===== config.mk =====
export PLATFORM = sky130hd
export DESIGN_NAME = mem_access_unit
export DESIGN_NICKNAME = d
export VERILOG_FILES = /design/src/rtl/mem_access_unit.sv
export SDC_FILE = /design/constraint.sdc
export NUM_CORES = 1
export LEC_CHECK = 0
export BUFFER_PORTS_ARGS = -buffer_cell sky130_fd_sc_hd__buf_4
export CORE_MARGIN = 10
export CORE_UTILIZATION = 45
export DETAILED_ROUTE_END_ITERATION = 7
export GPL_ROUTABILITY_DRIVEN = 1
export PLACE_DENSITY = 0.77
export SKIP_CTS_REPAIR_TIMING = 1
export SYNTH_ARGS = -nofsm -noshare
export SYNTH_HDL_FRONTEND = slang
export SYNTH_SLANG_ARGS = --single-unit

===== constraint.sdc =====
create_clock -name clk -period 3.8 [get_ports clk]
set_clock_uncertainty 0.05 [all_clocks]
set_input_delay 0.76 -clock clk [delete_from_list [all_inputs] [get_ports clk]]
set_output_delay 0.76 -clock clk [all_outputs]
set_load 0.1 [all_outputs]

===== src/rtl/mem_access_unit.sv =====
// mem_access_unit: MEM-stage Wishbone classic bus master.
//
// Takes the EX/MEM control fields and runs one single-beat Wishbone cycle for
// each load or store. While that cycle is in flight it asks the hazard
// controller to stall. Load data is returned sign-extended for LB and
// unchanged for LW.
//
// Ports:
//   clk, reset         pipeline clock; asynchronous active-high reset
//   MemRead, MemWrite  load / store request (both high = store)
//   MemSize            1 = 32-bit word access, 0 = 8-bit byte access
//   addr, wdata        byte address and store data from EX/MEM
//   advance            EX/MEM loads a new instruction at this edge
//   mem_stall          stall request (combinational)
//   load_data          load result for MEM/WB (registered)
//   wb_*               Wishbone classic master interface (registered outputs)
module mem_access_unit #(
  parameter int ADDR_WIDTH = 32,
  parameter int DATA_WIDTH = 32
) (
  input  logic                  clk,
  input  logic                  reset,
  input  logic                  MemRead,
  input  logic                  MemWrite,
  input  logic                  MemSize,
  input  logic [ADDR_WIDTH-1:0] addr,
  input  logic [DATA_WIDTH-1:0] wdata,
  input  logic                  advance,
  output logic                  mem_stall,
  output logic [DATA_WIDTH-1:0] load_data,
  output logic                  wb_cyc_o,
  output logic                  wb_stb_o,
  output logic                  wb_we_o,
  output logic [ADDR_WIDTH-1:0] wb_adr_o,
  output logic [DATA_WIDTH-1:0] wb_dat_o,
  output logic [3:0]            wb_sel_o,
  input  logic [DATA_WIDTH-1:0] wb_dat_i,
  input  logic                  wb_ack_i
);

  typedef enum logic [1:0] {
    IDLE = 2'b00,
    BUSY = 2'b01,
    DONE = 2'b10
  } state_t;

  state_t      state_r;
  logic        req_s;
  logic        mem_stall_s;
  // Lane and size of the access in flight. The load result is built from
  // these copies, not from the live EX/MEM fields.
  logic [1:0]  lane_r;
  logic        word_r;

  // Byte-lane select for a word access or a single byte lane.
  function automatic logic [3:0] lane_sel(input logic word, input logic [1:0] lane);
    logic [3:0] sel;
    if (word) begin
      sel = 4'b1111;
    end else begin
      sel = 4'b0001 << lane;
    end
    return sel;
  endfunction

  // Load result: the full word, or the selected byte sign-extended (LB).
  function automatic logic [DATA_WIDTH-1:0] load_extract(
    input logic                  word,
    input logic [1:0]            lane,
    input logic [DATA_WIDTH-1:0] d
  );
    logic [7:0]            b;
    logic [DATA_WIDTH-1:0] res;
    case (lane)
      2'd0:    b = d[7:0];
      2'd1:    b = d[15:8];
      2'd2:    b = d[23:16];
      2'd3:    b = d[31:24];
      default: b = d[7:0];
    endcase
    if (word) begin
      res = d;
    end else begin
      res = {{(DATA_WIDTH-8){b[7]}}, b};
    end
    return res;
  endfunction

  assign req_s     = MemRead | MemWrite;
  assign mem_stall = mem_stall_s;

  // Stall request: the IDLE cycle of a memory instruction plus every BUSY
  // cycle. It is forced low while reset is asserted.
  always_comb begin
    mem_stall_s = 1'b0;
    if (reset) begin
      mem_stall_s = 1'b0;
    end else begin
      case (state_r)
        IDLE:    mem_stall_s = req_s;
        BUSY:    mem_stall_s = 1'b1;
        DONE:    mem_stall_s = 1'b0;
        default: mem_stall_s = 1'b0;
      endcase
    end
  end

  // Bus FSM: issue in IDLE, wait for ack in BUSY, and hold in DONE until
  // EX/MEM advances so that the same instruction is not issued twice.
  always_ff @(posedge clk or posedge reset) begin
    if (reset) begin
      state_r   <= IDLE;
      wb_cyc_o  <= 1'b0;
      wb_stb_o  <= 1'b0;
      wb_we_o   <= 1'b0;
      wb_adr_o  <= '0;
      wb_dat_o  <= '0;
      wb_sel_o  <= 4'b0000;
      load_data <= '0;
      lane_r    <= 2'b00;
      word_r    <= 1'b0;
    end else begin
      case (state_r)
        IDLE: begin
          if (req_s) begin
            wb_adr_o <= {addr[ADDR_WIDTH-1:2], 2'b00};
            wb_we_o  <= MemWrite;
            wb_sel_o <= lane_sel(MemSize, addr[1:0]);
            wb_dat_o <= MemSize ? wdata : {(DATA_WIDTH/8){wdata[7:0]}};
            wb_cyc_o <= 1'b1;
            wb_stb_o <= 1'b1;
            lane_r   <= addr[1:0];
            word_r   <= MemSize;
            state_r  <= BUSY;
          end
        end
        BUSY: begin
          if (wb_ack_i) begin
            wb_cyc_o <= 1'b0;
            wb_stb_o <= 1'b0;
            wb_we_o  <= 1'b0;
            if (!wb_we_o) begin
              load_data <= load_extract(word_r, lane_r, wb_dat_i);
            end
            state_r <= DONE;
          end
        end
        DONE: begin
          if (advance) begin
            state_r <= IDLE;
          end
        end
        default: begin
          state_r  <= IDLE;
          wb_cyc_o <= 1'b0;
          wb_stb_o <= 1'b0;
          wb_we_o  <= 1'b0;
        end
      endcase
    end
  end

endmodule


## Yosys cells after proc, flatten, opt, wreduce, memory -nomap -nowiden

Cells that the tools add are included.

- Logic and storage cells: 42
- Input bits: 103
- Register bits after elaboration: 105

- Bitwise logic cells: 3
- Multiplexer cells: 15
- Reductions and logical operators: 6
- Equality and inequality tests: 8
- Shifts and indexed selects: 1

Operators with widths:

| cell | count |
|---|---|
| $mux W32 | 2 |
| $pmux W8 S4 | 1 |
| $reduce_and A3 Y1 | 3 |
| $eq A2 B2 Y1 const B | 3 |
| $mux W2 | 3 |
| $ne A2 B2 Y1 const B | 3 |
| $pmux W1 S3 | 2 |
| $pmux W2 S3 | 1 |
| $eq A2 B1 Y1 const B | 2 |
| $logic_not A2 Y1 | 2 |
| $mux W1 | 4 |
| $mux W4 | 1 |
| $shl A1 B2 Y4 const A | 1 |
| $not A1 Y1 | 2 |
| $pmux W1 S2 | 1 |
| $reduce_and A2 Y1 | 1 |
| $or A1 B1 Y1 | 1 |

## Logic depth before layout (Yosys ltp)

Gate-level depths: netlist of run 1.

- Word-level depth: 3
- Gate-level depth with buffers: 6
- Gate-level depth less buffers: 3

## Worst setup path after synthesis of run 1

OpenSTA, ideal clock, no wires.

- Path kind: input -> output
- Start point: input MemWrite
- End point: output mem_stall
- Arrival time: 2.824 ns
- Data required time: 2.990 ns
- Path buffers: 0
- Cell stages on the path: 2
- Slack: 0.166 ns
- Cell sequence: nor3_1 > nor3_1

- Longest elaborated chain between the ends: 3

Ends and longest elaborated chain:

| element | line | text |
|---|---|---|
| from (decl) | 24 | `input logic MemWrite,` |
| $or A1 B1 Y1 | 89 | `assign req_s = MemRead \| MemWrite;` |
| $pmux W1 S2 | 99 | `case (state_r)` |
| $mux W1 | 96 | `if (reset) begin` |
| to (decl) | 29 | `output logic mem_stall,` |

No other way between the ends.

## Final worst setup path of run 1

- Start point: register state_r[0]
- End point: output mem_stall

- Longest elaborated chain between the ends: 3
- Elaborated cells on any way between the ends: 4
- Classes of those cells: eq/ne: 1; mux: 2; reduce/logical: 1

Ends and longest elaborated chain:

| element | line | text |
|---|---|---|
| from (decl) | 47 | `state_t state_r;` |
| from (signal assigned) | 112 | `state_r <= IDLE;` |
| from (signal assigned) | 134 | `state_r <= BUSY;` |
| from (signal assigned) | 145 | `state_r <= DONE;` |
| $eq A2 B1 Y1 or $logic_not A2 Y1 (tied branches) | 99 |  |
| $pmux W1 S2 (*) | 99 |  |
| $mux W1 (*) | 96 |  |

Every way passes the cells marked *; elsewhere a longest branch is shown, timed or not.

==> qor.yml, run 1 <==
global_route:
  grt_pass1_wl_microns: 20920
  grt_max_degree: 55
  grtUsageTotal_pct: 17.72
  gr-total-overflow: 0
  grt_pass1_vias: 4007
  antenna_found_initial: 0
routing:
  dr.pass1.iters: 4
  drc: 0
  wl_per_cell_microns: 18.29
  ant_nets: 0
  route.vias.total: 3737
  wirelength_microns: 13370
  via_per_inst: 5.112
  drt_iter0_drc: 282
clocking:
  cts_tree: "yes"
  numCtsBuffers: 9
  clkTransAtPathRegs_ps: 90
  worstSkewPairLatency_ps: 360
  htreeDepth: 3
  cts_root_buf: "clkbuf_8"
  max-clock-path-buffers: 2
  clock-sinks: 105
floorplanning:
  die_w_microns: 121.4
  fp-row-count: 36
  core_area_sq_um: 9910
  die_h_microns: 121.4
  start_util_pct: 46.70
  ios: 207
  dieArea_sq_um: 14740
sta:
  worst_slew_pin_slew_ps: 926.2
  rsz0062_at_grt: "no"
  setup_violations: 0
  fin_ws_ps: 1552
  layout_min_cycle_time_ps: 2248
  period_share_pct: 59.16
  report.final.slew_viol_count: 0
  slew_headroom_pct: 38.26
  fmax_mhz: 444.8
  hold_violations: 0
  fin_tns_setup_ps: 0
status:
  status: "completed"
place:
  gp_congestion: 0.7898
  place_ws_ps: 1370
  hpwlAfterDp_microns: 10330
  portBuffers: 204
synth:
  syn_area_sq_um: 4628
  yosys_warnings: 0
  ys_ff_latch: 105
  synthCells: 405
  yosysTopAreaCell: "dfrtp_1"
  yosysSeqAreaShare_pct: 56.77
  synth_cell_types: 27
  syn_area_per_cell_sq_um: 11.43
  synth.top_cells.by_area: "dfrtp_1 57%, mux2_1 8.5%, mux2_2 7.8%, a21oi_1 5.6%, nand2_1 4.1%"
  yosysTopAreaCellShare_pct: 56.77
critical_path:
  crit_fanout: 9
  cp_cell_sequence: "nor3_1, nor3_1, buf_4"
  crit_path_start_kind: "flop"
  crit_buf_inv: 1
  crit_path_frequent_cell: "nor3_1"
  worstPathArrival_ps: 1440
  worstPathRequired_ps: 2990
  slowest_stage: "dfrtp_1"
  path_class: "reg -> out"
  slowest_delay_ps: 500
  cp_top_family: "flip-flops"
  end_kind: "primary output"
cells_and_area:
  final_util_pct: 64.36
  drive_gt1_share_pct: 42.81
  fin_nets: 697
  layout_common_cells: "206 x buf_4, 105 x dfrtp_1, 52 x a21oi_1, 51 x nand2_1, 35 x mux2_1"
  antenna_cells: 0
  syn_to_final_growth_pct: 37.79
  final_common_cell: "buf_4"
worst_hold_path:
  worstHoldPathType: "in -> async"
run:
  cap_violations: 0
## metrics by stage
stage          cells  area, sq um  hold WS [ps]
5_1_grt          731         6377         464.1
2_1_floorplan    406         4632         504.1
4_1_cts          731         6377         453.6
3_5_place_dp     716         6200         432.2
3_3_place_gp     716         6200         426.4
6_report         731         6377         448.8
## metal layers
| metal | GRT usage (%) | wire length, microns |
|---|---|---|
| met1 | 19.37 | 4877 |
| met2 | 28.42 | 6427 |
| met3 | 9.074 | 1711 |
| met4 | 7.526 | 357 |
| met5 | 0 | 0 |
## cells in the mapped netlist
master and instances:
buf_4 13, inv_1 7, buf_6 2, nor2_1 34, o21ai_2 1, a211oi_1 7
o21bai_1 2, a21oi_1 52, o22ai_1 1, mux2i_1 9, nand2b_1 12, o2bb2ai_1 7
and4bb_1 1, nand4bb_1 1, conb_1 1, a2bb2oi_1 1, o211ai_1 1, mux2_1 35
nand2_1 51, dfrtp_1 105, o21ba_2 1, clkbuf_1 4, mux4_2 1, nor3_1 9
o21ai_0 3, buf_2 12, mux2_2 32
## state kept, by name (all words and copies together) (netlist names)
signal and flops:
load_data 32, lane_r 2, state_r 2, wb_stb_o 1, word_r 1, wb_sel_o 4
wb_adr_o 30, wb_dat_o 32, wb_we_o 1
## kinds of logic after synthesis
logic type | Yosys count | synth area share [%]
and+or+nand+nor | 108 | 10.00
DFF | 105 | 56.77
muxes | 77 | 18.73
AOI/OAI and AO/OA | 76 | 9.624
buffers and inverters | 38 | 4.785
other | 1 | 0.08103
## worst register-to-register path, cell delays in order, from the launching register on
cell and delay (ps):
dfrtp_1 590, mux4_2 550, nand2b_1 670, a21oi_1 150
## worst paths after layout
kind                             start             to  slack, ps  cells past startpoint
min in group clk           wb_adr_o[8]    wb_adr_o[8]        450                      1
hold reg to reg            wb_adr_o[8]    wb_adr_o[8]        450                      1
setup / recovery            state_r[0]      mem_stall       1550                      3
hold / removal                   reset        wb_we_o        450                      2
max in group asynchronous        reset   wb_adr_o[20]       2510                      3
setup reg to reg             lane_r[0]  load_data[13]       1630                      3
## layout make-up
type / instances / area (sq um)
clock inverter: 3 / 42.54
inverter: 7 / 28.78
multi-input combinational: 263 / 1790
clock buffer: 12 / 135.1
fill: 834 / 3532
timing repair buffer: 208 / 1587
tap: 133 / 166.4
sequential: 105 / 2628
Power of run 1 is left out: the tool's default activity adds up to more than one toggle a clock period on the data nets, which glitch-free logic cannot reach.
==> run 2, diff against run 1 <==
--- a/config.mk
+++ b/config.mk
@@ -5,9 +5,10 @@
 export SDC_FILE = /design/constraint.sdc
 export NUM_CORES = 1
 export LEC_CHECK = 0
+export ABC_AREA = 1
 export BUFFER_PORTS_ARGS = -buffer_cell sky130_fd_sc_hd__buf_4
 export CORE_MARGIN = 10
-export CORE_UTILIZATION = 45
+export CORE_UTILIZATION = 43
 export DETAILED_ROUTE_END_ITERATION = 7
 export GPL_ROUTABILITY_DRIVEN = 1
 export PLACE_DENSITY = 0.77
==> constraint.sdc (replaced) <==
create_clock -name clk -period 2.02 [get_ports clk]
set_clock_uncertainty 0.05 [all_clocks]
set_input_delay 0.404 -clock clk [delete_from_list [all_inputs] [get_ports clk]]
set_output_delay 0.404 -clock clk [all_outputs]
set_load 0.1 [all_outputs]
==> run 2 against run 1 <==
Critical path depth rose by 3. Via count rose by 19%. Cell count rose by 26%. Utilization fell by 2.9 points. Global-route usage rose by 1.1 points. Synthesized area rose by 1.3%. Sequential cell count did not move. Critical path type unchanged. Highest routed layer unchanged. Hold slack got worse by 390 ps.
==> qor.yml, run 2 <==
routing:
  drc: 0  # unchanged
  wirelength_microns: 15090  # was 13370 microns
  drt_iter0_drc: 306  # was 282
  route.vias.total: 4437  # was 3737
  via_per_inst: 4.833  # was 5.112
  wl_per_cell_microns: 16.43  # was 18.29 microns
  ant_nets: 0  # unchanged
  dr.pass1.iters: 5  # was 4
cells_and_area:
  reg_top3: "load_data x32, wb_dat_o x32, wb_adr_o x30"  # unchanged
  syn_to_final_growth_pct: 40.91  # was 37.79%
  final_common_cell: "nand2_1"  # was buf_4
  drive_gt1_share_pct: 34.19  # was 42.81%
  fillers: 920  # was 834
  layout_common_cells: "243 x nand2_1, 212 x buf_4, 105 x dfrtp_1, 66 x nor2_1, 37 x nand3_1"  # was 206 x buf_4, 105 x dfrtp_1, 52 x a21oi_1, 51 x nand2_1, 35 x mux2_1
  fin_nets: 876  # was 697
  antenna_cells: 0  # unchanged
synth:
  yosysTopAreaCellShare_pct: 56.04  # was 56.77%
  syn_area_sq_um: 4688  # was 4628 sq um
  synth_edf_count: 0  # unchanged
  synth_cell_types: 24  # was 27
  synth.top_cells.by_count: "243 x nand2_1, 105 x dfrtp_1, 66 x nor2_1, 37 x nand3_1, 31 x inv_1"  # was 105 x dfrtp_1, 52 x a21oi_1, 51 x nand2_1, 35 x mux2_1, 34 x nor2_1
  ys_async_sr_fraction_pct: 100.0  # unchanged
  synthCells: 572  # was 405
  yosys_warnings: 0  # unchanged
  ys.flop_type: "dfrtp_1"  # unchanged
  yosysTopAreaCell: "dfrtp_1"  # unchanged
  synth.top_cells.by_area: "dfrtp_1 56%, nand2_1 19%, nor2_1 5.3%, nand3_1 3.9%, a21oi_2 3.9%"  # was dfrtp_1 57%, mux2_1 8.5%, mux2_2 7.8%, a21oi_1 5.6%, nand2_1 4.1%
  yosysSeqAreaShare_pct: 56.04  # was 56.77%
  yosysMostFrequentCell: "nand2_1"  # was dfrtp_1
  syn_area_per_cell_sq_um: 8.196  # was 11.43 sq um
  ys_ff_latch: 105  # unchanged
sta:
  layout_min_cycle_time_ps: 1941
  setup_violations: 0  # unchanged
  slew_headroom_pct: 63.61  # was 38.26%
  hold_slack_ps: 54.75  # was 448.8 ps
  worst_slew_pin_slew_ps: 544.8  # was 926.2 ps
  hold_violations: 0  # unchanged
  fmax_mhz: 515.3
  report.final.slew_viol_count: 0  # unchanged
  period_share_pct: 96.07
place:
  portBuffers: 204  # unchanged
  hpwlAfterDp_microns: 11840  # was 10330 microns
  gp_congestion: 0.8446  # was 0.7898
floorplanning:
  ios: 207  # unchanged
  dieArea_sq_um: 15480  # was 14740 sq um
  fp-row-count: 38  # was 36
  die_h_microns: 124.4  # was 121.4 microns
  start_util_pct: 43.63  # was 46.70%
  die_w_microns: 124.4  # was 121.4 microns
  core_area_sq_um: 10750  # was 9910 sq um
critical_path:
  end_kind: "primary output"  # unchanged
  slowest_stage: "dfrtp_1"  # unchanged
  cp_cell_sequence: "inv_2, nand2_1, nor2_4, inv_2, a21oi_4, buf_12"  # was nor3_1, nor3_1, buf_4
  reg2regPathDepth: 6  # was 3
  worstPathArrival_ps: 1490  # was 1440 ps
  crit_path_frequent_cell: "inv_2"  # was nor3_1
  crit_fanout: 4  # was 9
  worstPathRequired_ps: 1570  # was 2990 ps
  slowest_delay_ps: 410  # was 500 ps
  path_class: "reg -> out"  # unchanged
  crit_path_start_kind: "flop"  # unchanged
clocking:
  max-clock-path-buffers: 2  # unchanged
  numCtsBuffers: 9  # unchanged
  clock-sinks: 105  # unchanged
  cts_tree: "yes"  # unchanged
  cts_root_buf: "clkbuf_8"  # unchanged
  htreeDepth: 3  # unchanged
  worstSkewPairLatency_ps: 360  # about the same
  clkTransAtPathRegs_ps: 90  # about the same
status:
  status: "completed"  # unchanged
global_route:
  antenna_found_initial: 0  # unchanged
  gr-total-overflow: 0  # unchanged
  grt_pass1_wl_microns: 24000  # was 20920 microns
  grt_max_degree: 55  # unchanged
  grt_pass1_vias: 4538  # was 4007
  grtUsageTotal_pct: 18.85  # was 17.72%
run:
  cap_violations: 0  # unchanged
worst_hold_path:
  worstHoldPathType: "in -> async"  # unchanged
==> run 2: cells by family after synthesis <==
kind of cell | count (synthesis) | synth area share (%)
other | 1 | 0.07999
buffers and inverters | 65 | 6.698
AOI/OAI and AO/OA | 44 | 6.565
DFF | 105 | 56.04
and+or+nand+nor | 357 | 30.61
==> run 2: critical path, delay by kind of cell, from the launching register on <==
| kind | cells | cell delay (ps) |
|---|---|---|
| compound gates | 1 | 150 |
| buf+inv | 3 | 370 |
| flops | 1 | 410 |
| simple gates | 2 | 200 |
==> run 2: worst paths after layout <==
kind | from | endpoint | slack, ps
max | state_r[1] | mem_stall | 80
min | reset | wb_adr_o[24] | 50
max reg2reg | state_r[1] | wb_dat_o[22] | 380
min reg2reg | wb_adr_o[15] | wb_adr_o[15] | 430
max in group asynchronous | reset | wb_sel_o[0] | 1280
min in group clk | advance | state_r[1] | 170
==> run 2: metal layers <==
layer	global-route usage, %	up-vias	share of wire [%]
li1	-	2157	-
met2	30.27	188	48
met3	7.745	21	9.8
met5	0	-	0
met1	22.22	2071	40
met4	6.648	0	1.8
==> run 2: area by class of cell <==
cell class / instances / area, sq um / area share (%)
clock buffers: 14 / 172.7 / 2.614
clock inverters: 2 / 35.03 / 0.5303
inverters: 37 / 142.6 / 2.159
multi-input cells: 403 / 1762 / 26.67
flip-flops and latches: 105 / 2628 / 39.77
well taps: 140 / 175.2 / 2.652
repair buffers: 217 / 1692 / 25.61
==> run 2: through the flow <==
step / std cells / TNS, ps / area (sq um) / worst slack, ps / utilization (%)
6_report: 918 / 0 / 6606 / 79.33 / 61.48
5_1_grt: 918 / -2.106 / 6606 / -2.106 / 61.48
4_1_cts: 916 / -26.10 / 6579 / -26.10 / 61.22
3_5_place_dp: 900 / 0 / 6371 / 384.1 / 59.29
3_3_place_gp: 900 / 0 / 6371 / 397.7 / 59.29
2_1_floorplan: 573 / 0 / 4707 / 47.44 / -
Power of run 2 is left out for the same reason.
